$ cat config.mk
export PLATFORM = sky130hd
export DESIGN_NAME = imem_loader
export DESIGN_NICKNAME = d
export VERILOG_FILES = /design/src/rtl/imem_loader.sv
export SDC_FILE = /design/constraint.sdc
export NUM_CORES = 1
export LEC_CHECK = 0
export ABC_AREA = 1
export CAP_MARGIN = 5
export CORE_ASPECT_RATIO = 1.1
export CORE_UTILIZATION = 35
export CTS_CLUSTER_SIZE = 20
export DETAILED_ROUTE_END_ITERATION = 7
export GPL_ROUTABILITY_DRIVEN = 0
export SYNTH_ARGS = -nofsm -noshare
export SYNTH_HDL_FRONTEND = slang
export SYNTH_SLANG_ARGS = --single-unit
export TNS_END_PERCENT = 50
$ cat constraint.sdc
create_clock -name clk -period 5.2 [get_ports clk]
set_input_delay 1.04 -clock clk [delete_from_list [all_inputs] [get_ports clk]]
set_output_delay 1.04 -clock clk [all_outputs]
set_load 0.02 [all_outputs]
$ cat src/rtl/imem_loader.sv
// imem_loader: framed byte-stream loader that fills instruction memory and holds the core in reset
module imem_loader #(
  parameter logic [31:0] BASE_ADDR = 32'h0000_0000,
  parameter int          MAX_BYTES = 4096
) (
  input  logic        clk,
  input  logic        rst,
  input  logic        start,
  input  logic        byte_valid,
  input  logic [7:0]  byte_data,
  output logic        byte_ready,
  output logic        mem_we,
  output logic [31:0] mem_addr,
  output logic [7:0]  mem_wdata,
  output logic        core_rst_n,
  output logic        busy,
  output logic        done,
  output logic        error
);
  typedef enum logic [2:0] {IDLE, LEN, DATA, CSUM, DONE, ERR} state_t;
  localparam logic [31:0] MAX_LEN = MAX_BYTES;
  state_t state, state_nxt;
  logic [31:0] len, count, len_nxt, count_nxt;
  logic [7:0] sum;
  logic [1:0] hcnt;
  logic acc, launch;
  assign busy       = state == LEN || state == DATA || state == CSUM;
  assign byte_ready = busy;
  assign done       = state == DONE;
  assign error      = state == ERR;
  assign core_rst_n = state == DONE;
  assign acc        = byte_valid && byte_ready;
  assign launch     = start && !busy;
  // length header arrives MSB first, so shift each byte in from the bottom
  assign len_nxt    = {len[23:0], byte_data};
  assign count_nxt  = count + 32'd1;
  always_comb begin
    state_nxt = state;
    case (state)
      IDLE, DONE, ERR: state_nxt = start ? LEN : state;
      LEN:  if (acc && hcnt == 2'd3) state_nxt = (len_nxt == 32'd0 || len_nxt > MAX_LEN) ? ERR : DATA;
      DATA: if (acc && count_nxt == len) state_nxt = CSUM;
      CSUM: if (acc) state_nxt = byte_data == sum ? DONE : ERR;
      default: state_nxt = IDLE;
    endcase
  end
  always_ff @(posedge clk or negedge rst) begin
    if (!rst) begin
      state     <= IDLE;
      len       <= '0;
      count     <= '0;
      sum       <= '0;
      hcnt      <= '0;
      mem_we    <= 1'b0;
      mem_addr  <= '0;
      mem_wdata <= '0;
    end else begin
      state  <= state_nxt;
      mem_we <= acc && state == DATA;
      if (launch) begin
        len   <= '0;
        count <= '0;
        sum   <= '0;
        hcnt  <= '0;
      end
      if (acc && state == LEN) begin
        len  <= len_nxt;
        hcnt <= hcnt + 2'd1;
      end
      if (acc && state == DATA) begin
        mem_addr  <= BASE_ADDR + count;
        mem_wdata <= byte_data;
        count     <= count_nxt;
        sum       <= sum + byte_data;
      end
    end
  end
endmodule
==> results.json <==
{
  "status": "finished, final reports clean",
  "timing.fmax_mhz": 332,
  "synth-edff-count": 0,
  "synth.most_common_cell": "nand2_1",
  "setup_tns_final_ns": 0,
  "ys_seq_elements": 118,
  "clock_insertion_delay_worst_skew_ns": 0.43,
  "slew_headroom": 0.451,
  "hpwl_after_detailed_placement_um": 12700,
  "vdd_ir_drop_max_uv": 330,
  "r2r-end": "count[19]",
  "crit_start": "state[0]",
  "cp.required_ns": 4.16,
  "netlist_cell_types": 29,
  "maxUsedRoutingLayer": "met4",
  "route.antenna.remaining_nets": 0,
  "unrepaired_setup_endpoints_after_global_routing": "false",
  "pwr_density_cell_nw_per_um2": 546,
  "reg2reg_from": "state[1]",
  "syn-num-nets": 870,
  "fp-row-count": 51,
  "synth.top_cell.area_share": 0.470,
  "place_area_um2": 7100,
  "detailedPlace.worstSlack_ns": 2.03,
  "initial_core_util": 0.357,
  "hold-worst-slack_ns": 0.480,
  "cts_resized": 0,
  "r2r_setup_slk_ns": 2.78,
  "core_um2": 17600,
  "grt_pass1_vias": 5706,
  "drt_drc_violations_left": 0,
  "holdBufCountCts": 0,
  "wl_met2_um": 8630,
  "synthesis.instances": 848,
  "critPathKind": "register to output port",
  "setup_ws_ns": 2.19,
  "worst_clock_skew_ns": 0.00987,
  "cts_inserted_buffers": 17,
  "diodes": 0,
  "postSynthAreaPerCell_um2": 7.41,
  "minimum_clock_period_after_layout_ns": 3.01,
  "cp-endpoint": "busy",
  "asyncSetResetFlopFracSynth": 1.00,
  "die_width_um": 130,
  "synth_common_cells": "nand2_1, dfrtp_1, inv_1",
  "synth_ff_type": "dfrtp_1",
  "num-nets-final": 927,
  "netlist_area_um2": 6280,
  "grt_overflow": 0,
  "fill_cells": 1810,
  "synthesis.yosys.warnings": 0,
  "routed_via_density": 4.96,
  "max-clock-path-buffers": 2,
  "critPathCaptureType": "output port",
  "vertical_die_dimension_um": 143,
  "htree_levels": 4,
  "setup_viol_count_final": 0,
  "io-pin-count": 58,
  "drt_first_iter_violations": 363,
  "fin_area_um2": 7730,
  "path_max_fanout": 5,
  "cts.root.buffer_cell": "clkbuf_16",
  "yosysTopAreaCell": "dfrtp_1",
  "detailed_route_wl_um": 17900,
  "setup.worst_path.start_class": "register",
  "seq_area_frac_synth": 0.470,
  "number_of_antenna_violations_at_the_first_check_in_global_routing": 0,
  "grt_max_degree": 72,
  "globalRouteTotalUtil": 0.211,
  "wire_length_of_the_first_global_routing_pass_um": 29300,
  "power.leakage_nw": 3.62,
  "reg2regPathDepth": 8,
  "post-cts-setup-buffer-count": 0,
  "syn_to_final_growth_pct": 23.0,
  "dieArea_um2": 18500,
  "metal_1_wl_um": 8000,
  "finalHoldViolations": 0,
  "share_of_final_layout_standard_cells_stronger_than_drive_strength_1": 0.0577,
  "cts_tree": "yes",
  "synth.area.top_cells": "dfrtp_1, nand2_1, inv_1",
  "critical_path_arrival_ns": 1.97,
  "worst_setup_hold_path_clk_slew_ns": 0.05,
  "total_via_count_after_detailed_routing": 5736,
  "clkSinkCount": 118,
  "worst_pin_slew_ns": 0.824,
  "period_share": 0.579,
  "met3WireLength_um": 855,
  "post_drt_wl_per_cell_um": 15.5,
  "hold_class": "register to register",
  "timing.max_cap.violations": 0,
  "port-buffer-count": 57,
  "drt_first_pass_iters": 5,
  "maxSlewViolCount": 0
}
## how the worst min path moves through the flow
stage,start,endpoint,slack [ns],cells past startpoint
6_report,mem_addr[20],mem_addr[20],0.48,2
5_1_grt,mem_wdata[5],mem_wdata[5],0.50,2
4_1_cts,mem_addr[9],mem_addr[9],0.49,2
3_5_place_dp,mem_addr[14],mem_addr[14],0.48,2
3_3_place_gp,mem_addr[17],mem_addr[17],0.47,2
2_1_floorplan,hcnt[0],hcnt[0],0.47,1
## final cells by class
cell class / count / area [um^2] / share of cell area
Timing Repair Buffer: 63 / 613 / 0.0794
Tap cell: 238 / 298 / 0.0385
Sequential cell: 118 / 2950 / 0.382
Inverter: 108 / 405 / 0.0525
Clock buffer: 23 / 478 / 0.0619
Multi-Input combinational cell: 597 / 2830 / 0.366
Clock inverter: 9 / 148 / 0.0191
## where the power goes
group | internal [mW] | switching [mW] | leakage (nW) | total [mW]
registers | 1.19 | 0.171 | 1.60 | 1.36
clock network | 0.836 | 0.426 | 0.307 | 1.26
logic | 0.615 | 0.981 | 1.71 | 1.60
## layout by cell type (no fill, tap or decap), drive strengths merged, types with 4 or more instances in the layout
master         synthesis  final
nor4                   6      6
clkbuf                17     23
nand2                275    275
ha                     9      9
nand3                 75     75
dfrtp                118    118
nor2                  84     84
buf                    8      7
nand4                  9      9
bufinv                 0      4
a21oi                  7      7
o22ai                 54     54
clkdlybuf4s50          0     56
o21ai                 64     64
clkinv                 0      4
inv                  108    108
## layer usage
metal / global-route usage / vias to the layer above
met2: 0.350 / 148
li1: - / 2876
met3: 0.0477 / 29
met4: 0.0863 / 0
met5: 0 / -
met1: 0.265 / 2683
## sequential cells by signal, indices dropped and copies added (netlist names)
register,count
count,32
hcnt,2
len,32
mem_addr,32
mem_wdata,8
mem_we,1
state,3
sum,8
## logic make-up (layout without fill, tap and decap cells)
kind of cell / count (synthesis) / count (layout) / synth area share
buffers and inverters: 133 / 203 / 0.0806
XOR/XNOR: 5 / 5 / 0.00916
flip-flops: 118 / 118 / 0.470
AO/OA/AOI/OAI: 130 / 130 / 0.117
adder cells (fa/ha/maj): 10 / 10 / 0.0211
AND/OR/NAND/NOR: 452 / 452 / 0.302
## worst max-delay path, stage by stage, from the launching register on
cell and delay, ns:
dfrtp_1 0.41, inv_1 0.11, nor2_1 0.19, inv_1 0.11
nand2_1 0.12, clkdlybuf4s50_1 0.61
## metrics by stage
stage | cells | power [mW] | util
2_1_floorplan | 848 | 2.31 | -
3_3_place_gp | 1124 | 2.97 | 0.403
3_5_place_dp | 1124 | 2.97 | 0.403
4_1_cts | 1156 | 4.25 | 0.439
5_1_grt | 1156 | 4.48 | 0.439
6_report | 1156 | 4.22 | 0.439
(Power assumes the default switching activity.)
==> variant (config.mk and constraints unchanged) <==
Put a register stage on the output `error`, with the module's reset. The value now appears one clock later. The other outputs are not delayed to match.
--- a/src/rtl/imem_loader.sv
+++ b/src/rtl/imem_loader.sv
@@ -27,7 +27,13 @@
   assign busy       = state == LEN || state == DATA || state == CSUM;
   assign byte_ready = busy;
   assign done       = state == DONE;
-  assign error      = state == ERR;
+  always_ff @(posedge clk or negedge rst) begin
+    if (!rst) begin
+      error <= '0;
+    end else begin
+      error <= state == ERR;
+    end
+  end
   assign core_rst_n = state == DONE;
   assign acc        = byte_valid && byte_ready;
   assign launch     = start && !busy;
Function: changed (a bounded check fails within 10 cycles, from zero or initial values and one cycle with rst low).
==> variant against the unedited design <==
- power down 1.7%
- largest power group unchanged
- core utilization down 0.22 points
- design area down 0.15%
- wire length down 0.25%
- area after synthesis up 0.40%
- first-iteration DRC count down 19%
- sequential cell count up 1
- setup slack worse by 0.0078 ns
==> variant: results (changes against the unedited design) <==
status: complete, no violations (unchanged)
hold-critical path depth: 1 (was 2)
Synth Area in Compound Gates: 11.6% (was 11.7%)
DP Area: 7130 um2 (was 7100 um2)
Int Power: 2530 uW (was 2640 uW)
Synth top cells by count: 270 x nand2_1, 119 x dfrtp_1, 107 x inv_1 (was 270 x nand2_1, 118 x dfrtp_1, 107 x inv_1)
hold path start: state[1]$_DFFE_PN0P_ (was mem_addr[20]$_DFFE_PN0P_)
Mean Syn Cell Area: 7.43 um2 (was 7.41 um2)
reg-to-reg startpoint: count[0]$_DFFE_PN0P_ (was state[1]$_DFFE_PN0P_)
Seq pwr share: 33.2% (was 32.2%)
met2 GRT Util: 34.8% (was 35.0%)
flop-to-flop setup slack: 2.74 ns (was 2.78 ns)
Iter 0 DRT Violations: 293 (was 363)
Post-Route Skew: 0.00983 ns (was 0.00987 ns)
VDD IR max: 0.000271 V (was 0.000330 V)
hold endpoint: error$_DFF_PN0_ (was mem_addr[20]$_DFFE_PN0P_)
reg2reg path depth: 17 (was 8)
met3 Track Usage GR: 4.23% (was 4.77%)
final net count: 928 (was 927)
TritonRoute pass-1 iters: 6 (was 5)
TritonCTS buffer count: 17 (unchanged)
share of cells above drive strength 1: 6.09% (was 5.77%)
Layout Cells excl Fill: 1157 (was 1156)
first-pass GRT wire length: 28400 um (was 29300 um)
WL final: 17900 um (about the same)
vias in the first global route: 5455 (was 5706)
Pleak: 0.00361 uW (was 0.00362 uW)
top cells by area, synth: dfrtp_1 47%, nand2_1 16%, inv_1 6.4% (unchanged)
HPWL Detailed: 12800 um (was 12700 um)
fin crit share: 58.1% (was 57.9%)
Worst Hold Slack: 0.455 ns (was 0.480 ns)
register area share after synthesis: 47.2% (was 47.0%)
Vias: 5779 (was 5736)
filler instances: 1811 (was 1810)
M1 GR Usage: 25.6% (was 26.5%)
Post-Synth Adder-Cell Area: 2.10% (was 2.11%)
XOR/XNOR share of the synthesized area: 0.912% (was 0.916%)
## variant: cell types whose count changed in the layout (fill, tap and decap cells not counted)
| cell | before | now |
|---|---|---|
| dfrtp_1 | 118 | 119 |
| clkinvlp_4 | 1 | 3 |
| clkinv_4 | 0 | 4 |
| clkinv_2 | 4 | 3 |
| clkbuf_8 | 3 | 1 |
| inv_6 | 0 | 2 |
| clkbuf_1 | 3 | 0 |
| bufinv_16 | 4 | 2 |
## variant: layer usage
layer	wire, um	up-vias
met5	0	-
met2	8860	162
met3	836	29
met4	399	0
li1	-	2888
met1	7760	2700
## variant: layout make-up
cell class	count	share of cell area [%]
Clock buffer	18	5.69
Clock inverter	14	1.95
Inverter	108	5.25
Multi-Input combinational cell	597	36.7
Sequential cell	119	38.6
Tap cell	238	3.86
Timing Repair Buffer	63	7.95
## variant: critical path, delay by kind of cell, from the launching register on
family / cells / cell delay, ns
buffers and inverters: 3 / 0.84
flip-flops: 1 / 0.40
AND/OR/NAND/NOR: 2 / 0.31
